--- src/rtl/aes_key_expand.sv ---
// AES-128 key schedule: expands a cipher key into 11 stored round keys,
// one per clock, using an external combinational 32-bit S-box.
module aes_key_expand #(
    parameter int NR    = 10,
    parameter int KEY_W = 128
) (
    input  logic             clk,
    input  logic             reset_n,
    input  logic             init,
    input  logic [KEY_W-1:0] key,
    input  logic [3:0]       round,
    output logic [KEY_W-1:0] round_key,
    output logic [31:0]      sbox_in,
    input  logic [31:0]      sbox_out,
    output logic             ready,
    output logic             keys_valid
);

    typedef enum logic {
        IDLE,
        GEN
    } state_t;

    localparam logic [3:0] LAST = 4'(NR);

    state_t           state;
    logic [KEY_W-1:0] rk [0:NR];
    logic [KEY_W-1:0] prev;
    logic [3:0]       idx;
    logic [7:0]       rcon;

    logic [31:0]      t;
    logic [31:0]      n0;
    logic [31:0]      n1;
    logic [31:0]      n2;
    logic [31:0]      n3;
    logic [KEY_W-1:0] next_key;
    logic [7:0]       rcon_next;

    function automatic logic [7:0] xtime(input logic [7:0] b);
        return {b[6:0], 1'b0} ^ (b[7] ? 8'h1b : 8'h00);
    endfunction

    // RotWord of the previous key's last word goes out to the S-box
    assign sbox_in = {prev[23:0], prev[31:24]};

    // Next round key from the previous one and the substituted word
    always_comb begin
        t         = sbox_out ^ {rcon, 24'h0};
        n0        = prev[127:96] ^ t;
        n1        = prev[95:64] ^ n0;
        n2        = prev[63:32] ^ n1;
        n3        = prev[31:0] ^ n2;
        next_key  = {n0, n1, n2, n3};
        rcon_next = xtime(rcon);
    end

    // Combinational read port; indices past the last key read as zero
    always_comb begin
        round_key = '0;
        if (round <= LAST) begin
            round_key = rk[round];
        end
    end

    // Schedule FSM: latch key on init, then write one round key per cycle
    always_ff @(posedge clk) begin
        if (!reset_n) begin
            state      <= IDLE;
            ready      <= 1'b1;
            keys_valid <= 1'b0;
            idx        <= 4'd0;
            rcon       <= 8'h01;
            prev       <= '0;
            for (int i = 0; i <= NR; i++) begin
                rk[i] <= '0;
            end
        end else begin
            unique case (state)
                IDLE: begin
                    if (init && ready) begin
                        rk[0]      <= key;
                        prev       <= key;
                        idx        <= 4'd1;
                        rcon       <= 8'h01;
                        ready      <= 1'b0;
                        keys_valid <= 1'b0;
                        state      <= GEN;
                    end
                end
                GEN: begin
                    rk[idx] <= next_key;
                    prev    <= next_key;
                    rcon    <= rcon_next;
                    if (idx == LAST) begin
                        ready      <= 1'b1;
                        keys_valid <= 1'b1;
                        idx        <= 4'd0;
                        state      <= IDLE;
                    end else begin
                        idx <= idx + 4'd1;
                    end
                end
            endcase
        end
    end

endmodule

--- config.mk ---
export PLATFORM = sky130hd
export DESIGN_NAME = aes_key_expand
export DESIGN_NICKNAME = d
export VERILOG_FILES = /design/src/rtl/aes_key_expand.sv
export SDC_FILE = /design/constraint.sdc
export NUM_CORES = 2
export LEC_CHECK = 0
export CORE_MARGIN = 2
export CORE_UTILIZATION = 35
export DETAILED_ROUTE_END_ITERATION = 8
export SETUP_SLACK_MARGIN = 0.15
export SLEW_MARGIN = 20
export SYNTH_ARGS = -nofsm -noshare
export SYNTH_HDL_FRONTEND = slang
export SYNTH_SLANG_ARGS = --single-unit
--- constraint.sdc ---
create_clock -name clk -period 13 [get_ports clk]
set_clock_uncertainty 0.05 [all_clocks]
set_input_delay 1.3 -clock clk [delete_from_list [all_inputs] [get_ports clk]]
set_output_delay 1.3 -clock clk [all_outputs]
set_load 0.02 [all_outputs]
---- Yosys cells after proc, flatten, opt, wreduce, memory -nomap -nowiden ----
Memory sizes are Yosys's and may differ from the RTL's.
Index checks and enable logic that the tools add are counted.
word-level totals
  flip-flop bits (word level) ............. 143
  bits in latches ......................... 0
  RAM bits ................................ 1408
  memory bits (read-only) ................. 0
  output and inout port bits .............. 162
  word-level logic and storage cells ...... 49
  memories kept ........................... 1
memory list
  memory  words  width  rd ports  clocked after Yosys merged registers in  write ports  RTL line  RTL
  rk      11     128    1         0                                        11           27        logic [KEY_W-1:0] rk [0:NR];
cells by class
  $add $sub $neg .......................... 1
  multiply operators ...................... 0
  divide/modulo/power cells ............... 0
  $lt $le $gt $ge ......................... 1
  equality and inequality tests ........... 3
  shift operators ......................... 0
  mux-type cells .......................... 26
  bitwise operators ....................... 8
  reduce and logical (&&, ||, !) cells .... 3
operator list
  cell                                                   number
  2-to-1 mux 128 bit                                     4
  case mux 128 bit (2 select lines)                      1
  XOR 32 bit                                             5
  OR reduction 128 bit                                   1
  case mux 8 bit (2 select lines)                        1
  2-to-1 mux 1 bit                                       12
  2-to-1 mux 4 bit                                       3
  2-to-1 mux 8 bit                                       1
  case mux 4 bit (2 select lines)                        1
  XOR 8 x 5 -> 8 bit                                     1
  2-to-1 mux 5 bit                                       1
  adder 4 x 1 -> 4 bit, second input constant            1
  == test 4 bit, second input constant                   1
  less-or-equal comparator 4 bit, second input constant  1
  case mux 1 bit (2 select lines)                        2
  inequality test 2 x 1 -> 1 bit, second input constant  1
  inequality test 2 bit, second input constant           1
  AND reduction 2 bit                                    1
  logical AND 1 bit                                      1
  NOT 1 bit                                              1
  OR 1 bit                                               1

---- Longest topological paths before layout ----
  word-level depth ........................ 7
  depth in mapped cells ................... 8
  depth with buffers taken out ............ 6

---- Worst setup path after synthesis ----
Ideal clock, no wire load.
  kind .................................... input -> register
  from .................................... input port init
  to ...................................... memory rk[1][0] (enable)
  library setup time ...................... 1.122 ns
  arrival time ............................ 4.590 ns
  slack ................................... 7.239 ns
  stages on the path ...................... 7
  buffers on the path ..................... 3
  cell sequence ........................... clkbuf_1 > a21oi_1 > a311o_1 > o211ai_1 > buf_2 > buf_2 > nand2_1
RTL lines
  what             RTL line  RTL
  start, declared  9         input logic init,
  end, declared    27

---- Final worst setup path ----
  from .................................... input port round[1]
  to ...................................... output port round_key[74]
between the ends
  longest elaborated chain between the ends .. 2
  elaborated cells between the ends (all ways) .. 3
  those cells by class .................... 1 x order compare; 1 x mux; 1 x memory
ends and longest elaborated chain
  what                                                                            RTL line  RTL
  start, declared                                                                 11        input logic [3:0] round,
  memory (11 x 128 bit) / less-or-equal comparator 4 bit (equally long branches)  --
  2-to-1 mux 128 bit *                                                            61        if (round <= LAST) begin
  end, declared                                                                   12        output logic [KEY_W-1:0] round_key,
Mark *: on every way between the ends. The rest lies on a longest branch, timed or not.

==> out/qor.txt <==
==========================================================================================
Pwr/cell area                                                                 161.2 mW/mm^2
Number of input and output port buffers inserted                                       328
Htree depth                                                                              4
DRC violations left                                                                      0
Wire length of the first global-routing pass                                      339.2 mm
Core box area                                                                 0.1944 sq mm
Data required time of the critical path                                           11650 ps
Via count of the first global-routing pass                                           45310
Maximum number of pins on one net before global-route repair                           135
Critical path origin                                                              round[1]
Resize count post-CTS                                                                    0
Number of nets in the final layout                                                    5681
Start of the worst register-to-register path                                         state
Area of the multi-input gates                                                 0.02179 sq mm
EDFF count, synth                                                                     1280
Width of the die                                                                  445.9 um
Total setup buffers inserted after CTS                                                   0
Final hold vios                                                                          0
Max-slew violations                                                                      0
Crit-path most repeated cell                                                  sky130_fd_sc_hd__buf_4
Post-DP HPWL                                                                      137.9 mm
Delay contributed by the slowest stage of the critical path                         970 ps
Total wire length                                                                 242.1 mm
First-pass iteration count of the detailed router                                        7
Synthesized netlist cell count                                                        5383
Synthesized flop and latch total                                                      1551
Count of unique library cells instantiated by Yosys                                     46
Worst slew margin                                                                   17.37%
Combined area of all synthesized cells                                        0.06834 sq mm
Setup Viol. Count Final                                                                  0
Arrival time of data at the critical path endpoint                                 5440 ps
Tcrit/Tclk final                                                                    52.22%
Fraction of the yosys area taken by sequential cells                                64.18%
Antenna viol nets, final                                                                 0
Reg area                                                                      0.04386 sq mm
Highest routed layer                                                                  met5
DRC marker count from the first detailed-route iteration                              5079
Count of vias placed by the detailed router                                          45580
Slew at the pin closest to its max-slew limit                                      1239 ps
Worst VDD drop                                                                    142.0 uV
Sink Count                                                                            1551
Net count after synthesis                                                             5552
Final Power                                                                       12770 uW
Worst setup path class                                                              in2out
Layout Area Growth over Synthesis                                                   15.94%
Total of hold buffers inserted after clock tree synthesis                                0
CTS tree                                                                             built
Path class of the lowest-slack min-delay path                                      reg2reg
Critical Path Source Type                                                     primary input
Number of antenna violations at the first check in global routing                       13
Critical Path Sink Type                                                        output port
Met2 WL post-DR                                                                   118.4 mm
Worst setup slack for register-to-register paths                                   7700 ps
Total met3 wirelength after detailed routing                                      20.61 mm
Routability congestion estimate                                                     0.8131
Proportion of synthesized flip-flops having asynchronous set or reset                   0%
Most instantiated flip-flop cell in the synthesis netlist                     sky130_fd_sc_hd__edfxtp_1
Die height                                                                        445.9 um
Warning count from the yosys run                                                         0
Post-Route Hold Slack                                                             393.0 ps
Hold path start                                                                   prev[73]
Sum of negative setup slack                                                           0 ps
Number of fill cells in the layout                                                   18100
Max-capacitance violation count                                                          0
Top-level port count                                                                   329
All-layer global routing usage                                                      24.01%
Post-route minimum period                                                          6789 ps
Max Fanout on Critical Path                                                             79
Share of cells above drive strength 1                                               12.16%
Result of the run                                                                completed
F_max                                                                           0.1473 GHz
Wire length the detailed router placed on met1                                    89.64 mm
Cell-by-cell trace of the critical path                                       buf_8 -> buf_4 -> buf_4 -> mux2i_1 -> nor2_1 -> a21oi_1 -> o211ai_1 -> clkdlybuf4s50_1
Die ar.                                                                       0.1988 sq mm
Root buf cell                                                                 sky130_fd_sc_hd__clkbuf_16
Clock insertion delay at the later pin of the skew report                           840 ps
Worst path slowest cell                                                       sky130_fd_sc_hd__buf_4
Core Rows                                                                              162
Clock edge transition at the registers on the reported setup and hold paths          60 ps
Num CTS Buffers                                                                        169
Static power due to leakage                                                     0.02839 uW
Longest Clk Path Bufs                                                                    3
Aggregate global routing overflow                                                        0
Mean cell area of the mapped netlist                                           12.70 sq um
RSZ-0062 raised after global routing                                                    no
Initial standard-cell utilization of the core                                       35.16%
Routed wire length per instance                                                   29.51 um
Mean number of vias per cell                                                         5.556
==========================================================================================
[kinds of logic after synthesis]
family,share of synthesized area [%]
AOI/OAI and AO/OA,7.147
xor gates and xnor gates,3.731
adders and majority gates,0.03661
buffers and inverters,4.284
DFF,64.18
muxes,10.31
and+or+nand+nor,10.31
[report_power, final]
| group | switching, uW | internal (uW) | total (uW) | leakage (uW) |
|---|---|---|---|---|
| Clock | 2070 | 2680 | 4750 | 0.00266 |
| Combinational | 1370 | 776 | 2140 | 0.0103 |
| Sequential | 186 | 5690 | 5880 | 0.0154 |
| Total | 3620 | 9150 | 12800 | 0.0284 |
[synthesized netlist by cell type, types with 2 or more instances]
cell | number | area, sq um
sky130_fd_sc_hd__nor2_1 | 1305 | 4898
sky130_fd_sc_hd__edfxtp_1 | 1280 | 38440
sky130_fd_sc_hd__nand2_1 | 519 | 1948
sky130_fd_sc_hd__a21oi_1 | 279 | 1396
sky130_fd_sc_hd__dfxtp_1 | 271 | 5425
sky130_fd_sc_hd__mux4_2 | 256 | 5766
sky130_fd_sc_hd__buf_2 | 252 | 1261
sky130_fd_sc_hd__clkbuf_1 | 179 | 671.9
sky130_fd_sc_hd__inv_1 | 164 | 615.6
sky130_fd_sc_hd__o211ai_1 | 130 | 975.9
sky130_fd_sc_hd__mux2i_1 | 128 | 1281
sky130_fd_sc_hd__o21ai_0 | 99 | 495.5
sky130_fd_sc_hd__a211oi_1 | 94 | 705.7
sky130_fd_sc_hd__a22oi_1 | 77 | 578.1
sky130_fd_sc_hd__xnor2_1 | 65 | 569.3
sky130_fd_sc_hd__xor2_1 | 48 | 420.4
sky130_fd_sc_hd__buf_4 | 38 | 285.3
sky130_fd_sc_hd__xnor3_1 | 33 | 743.2
sky130_fd_sc_hd__xor3_1 | 26 | 618.1
sky130_fd_sc_hd__a21boi_2 | 24 | 270.3
sky130_fd_sc_hd__buf_1 | 22 | 82.58
sky130_fd_sc_hd__o211a_1 | 15 | 150.1
sky130_fd_sc_hd__nand3_1 | 10 | 50.05
sky130_fd_sc_hd__o21a_1 | 9 | 67.56
sky130_fd_sc_hd__a22oi_2 | 8 | 100.1
sky130_fd_sc_hd__xor3_2 | 7 | 175.2
sky130_fd_sc_hd__a22o_1 | 5 | 43.79
sky130_fd_sc_hd__a2bb2oi_1 | 5 | 43.79
sky130_fd_sc_hd__and3_1 | 5 | 31.28
sky130_fd_sc_hd__o21ai_1 | 5 | 25.02
sky130_fd_sc_hd__nand2b_1 | 4 | 25.02
sky130_fd_sc_hd__nor2b_1 | 4 | 25.02
sky130_fd_sc_hd__and2_1 | 3 | 18.77
sky130_fd_sc_hd__ha_1 | 2 | 25.02
[placed cells by master, fill, tap and decap left out, types with 24 or more instances in the layout]
cell / synthesis / final
sky130_fd_sc_hd__nor2_1: 1305 / 1304
sky130_fd_sc_hd__edfxtp_1: 1280 / 1280
sky130_fd_sc_hd__nand2_1: 519 / 504
sky130_fd_sc_hd__clkdlybuf4s50_1: 0 / 325
sky130_fd_sc_hd__a21oi_1: 279 / 278
sky130_fd_sc_hd__dfxtp_1: 271 / 271
sky130_fd_sc_hd__mux4_2: 256 / 256
sky130_fd_sc_hd__clkbuf_16: 0 / 170
sky130_fd_sc_hd__inv_1: 164 / 163
sky130_fd_sc_hd__o211ai_1: 130 / 130
sky130_fd_sc_hd__mux2i_1: 128 / 128
sky130_fd_sc_hd__o21ai_0: 99 / 99
sky130_fd_sc_hd__a211oi_1: 94 / 94
sky130_fd_sc_hd__buf_4: 38 / 88
sky130_fd_sc_hd__a22oi_1: 77 / 77
sky130_fd_sc_hd__xnor2_1: 65 / 65
sky130_fd_sc_hd__clkbuf_1: 179 / 50
sky130_fd_sc_hd__xor2_1: 48 / 48
sky130_fd_sc_hd__xnor3_1: 33 / 33
sky130_fd_sc_hd__clkinv_1: 0 / 29
sky130_fd_sc_hd__xor3_1: 26 / 26
sky130_fd_sc_hd__a21boi_2: 24 / 24
[worst max-delay path, delay by kind of cell]
family | cells | cell delay, ps
multiplexers | 1 | 160
AND/OR/NAND/NOR | 1 | 110
buffers and inverters | 4 | 3060
AO/OA/AOI/OAI | 2 | 740
[registers in the layout (all words and copies together) (netlist names)]
| name | cells |
|---|---|
| keys_valid | 1 |
| state | 1 |
| rcon | 8 |
| idx | 4 |
| ready | 1 |
| rk | 1408 |
| prev | 128 |
[cell type report]
class | count | area share [%]
Clock inverter | 74 | 0.8842
Tap cell | 2542 | 4.014
Multi-Input combinational cell | 3176 | 27.50
Sequential cell | 1551 | 55.35
Inverter | 164 | 0.7800
Timing Repair Buffer | 450 | 5.470
Clock buffer | 242 | 5.987
Antenna cell | 5 | 0.01579
[path summary, 6_finish.rpt]
check                       end  cells past startpoint
hold reg to reg        prev[73]                      2
hold / removal         prev[73]                      2
setup reg to reg      rk[6][62]                      6
setup / recovery  round_key[74]                      8
[per-layer routing]
metal	global-route usage [%]	vias to the layer above
li1	-	19410
met1	29.48	23550
met2	40.29	2206
met3	4.811	414
met4	11.88	8
met5	0	-
[stage by stage]
step           std cells  setup slack (ps)  utilization (%)  area [sq um]
6_report            8204              6211            40.77         79240
2_1_floorplan       5383              7239                -         68340
3_5_place_dp        7865              6111            37.88         73630
5_1_grt             8200              6087            40.76         79230
4_1_cts             8181              6112            40.68         79070
3_3_place_gp        7851              6085            37.83         73540
Power figures use the tool's default switching activity.
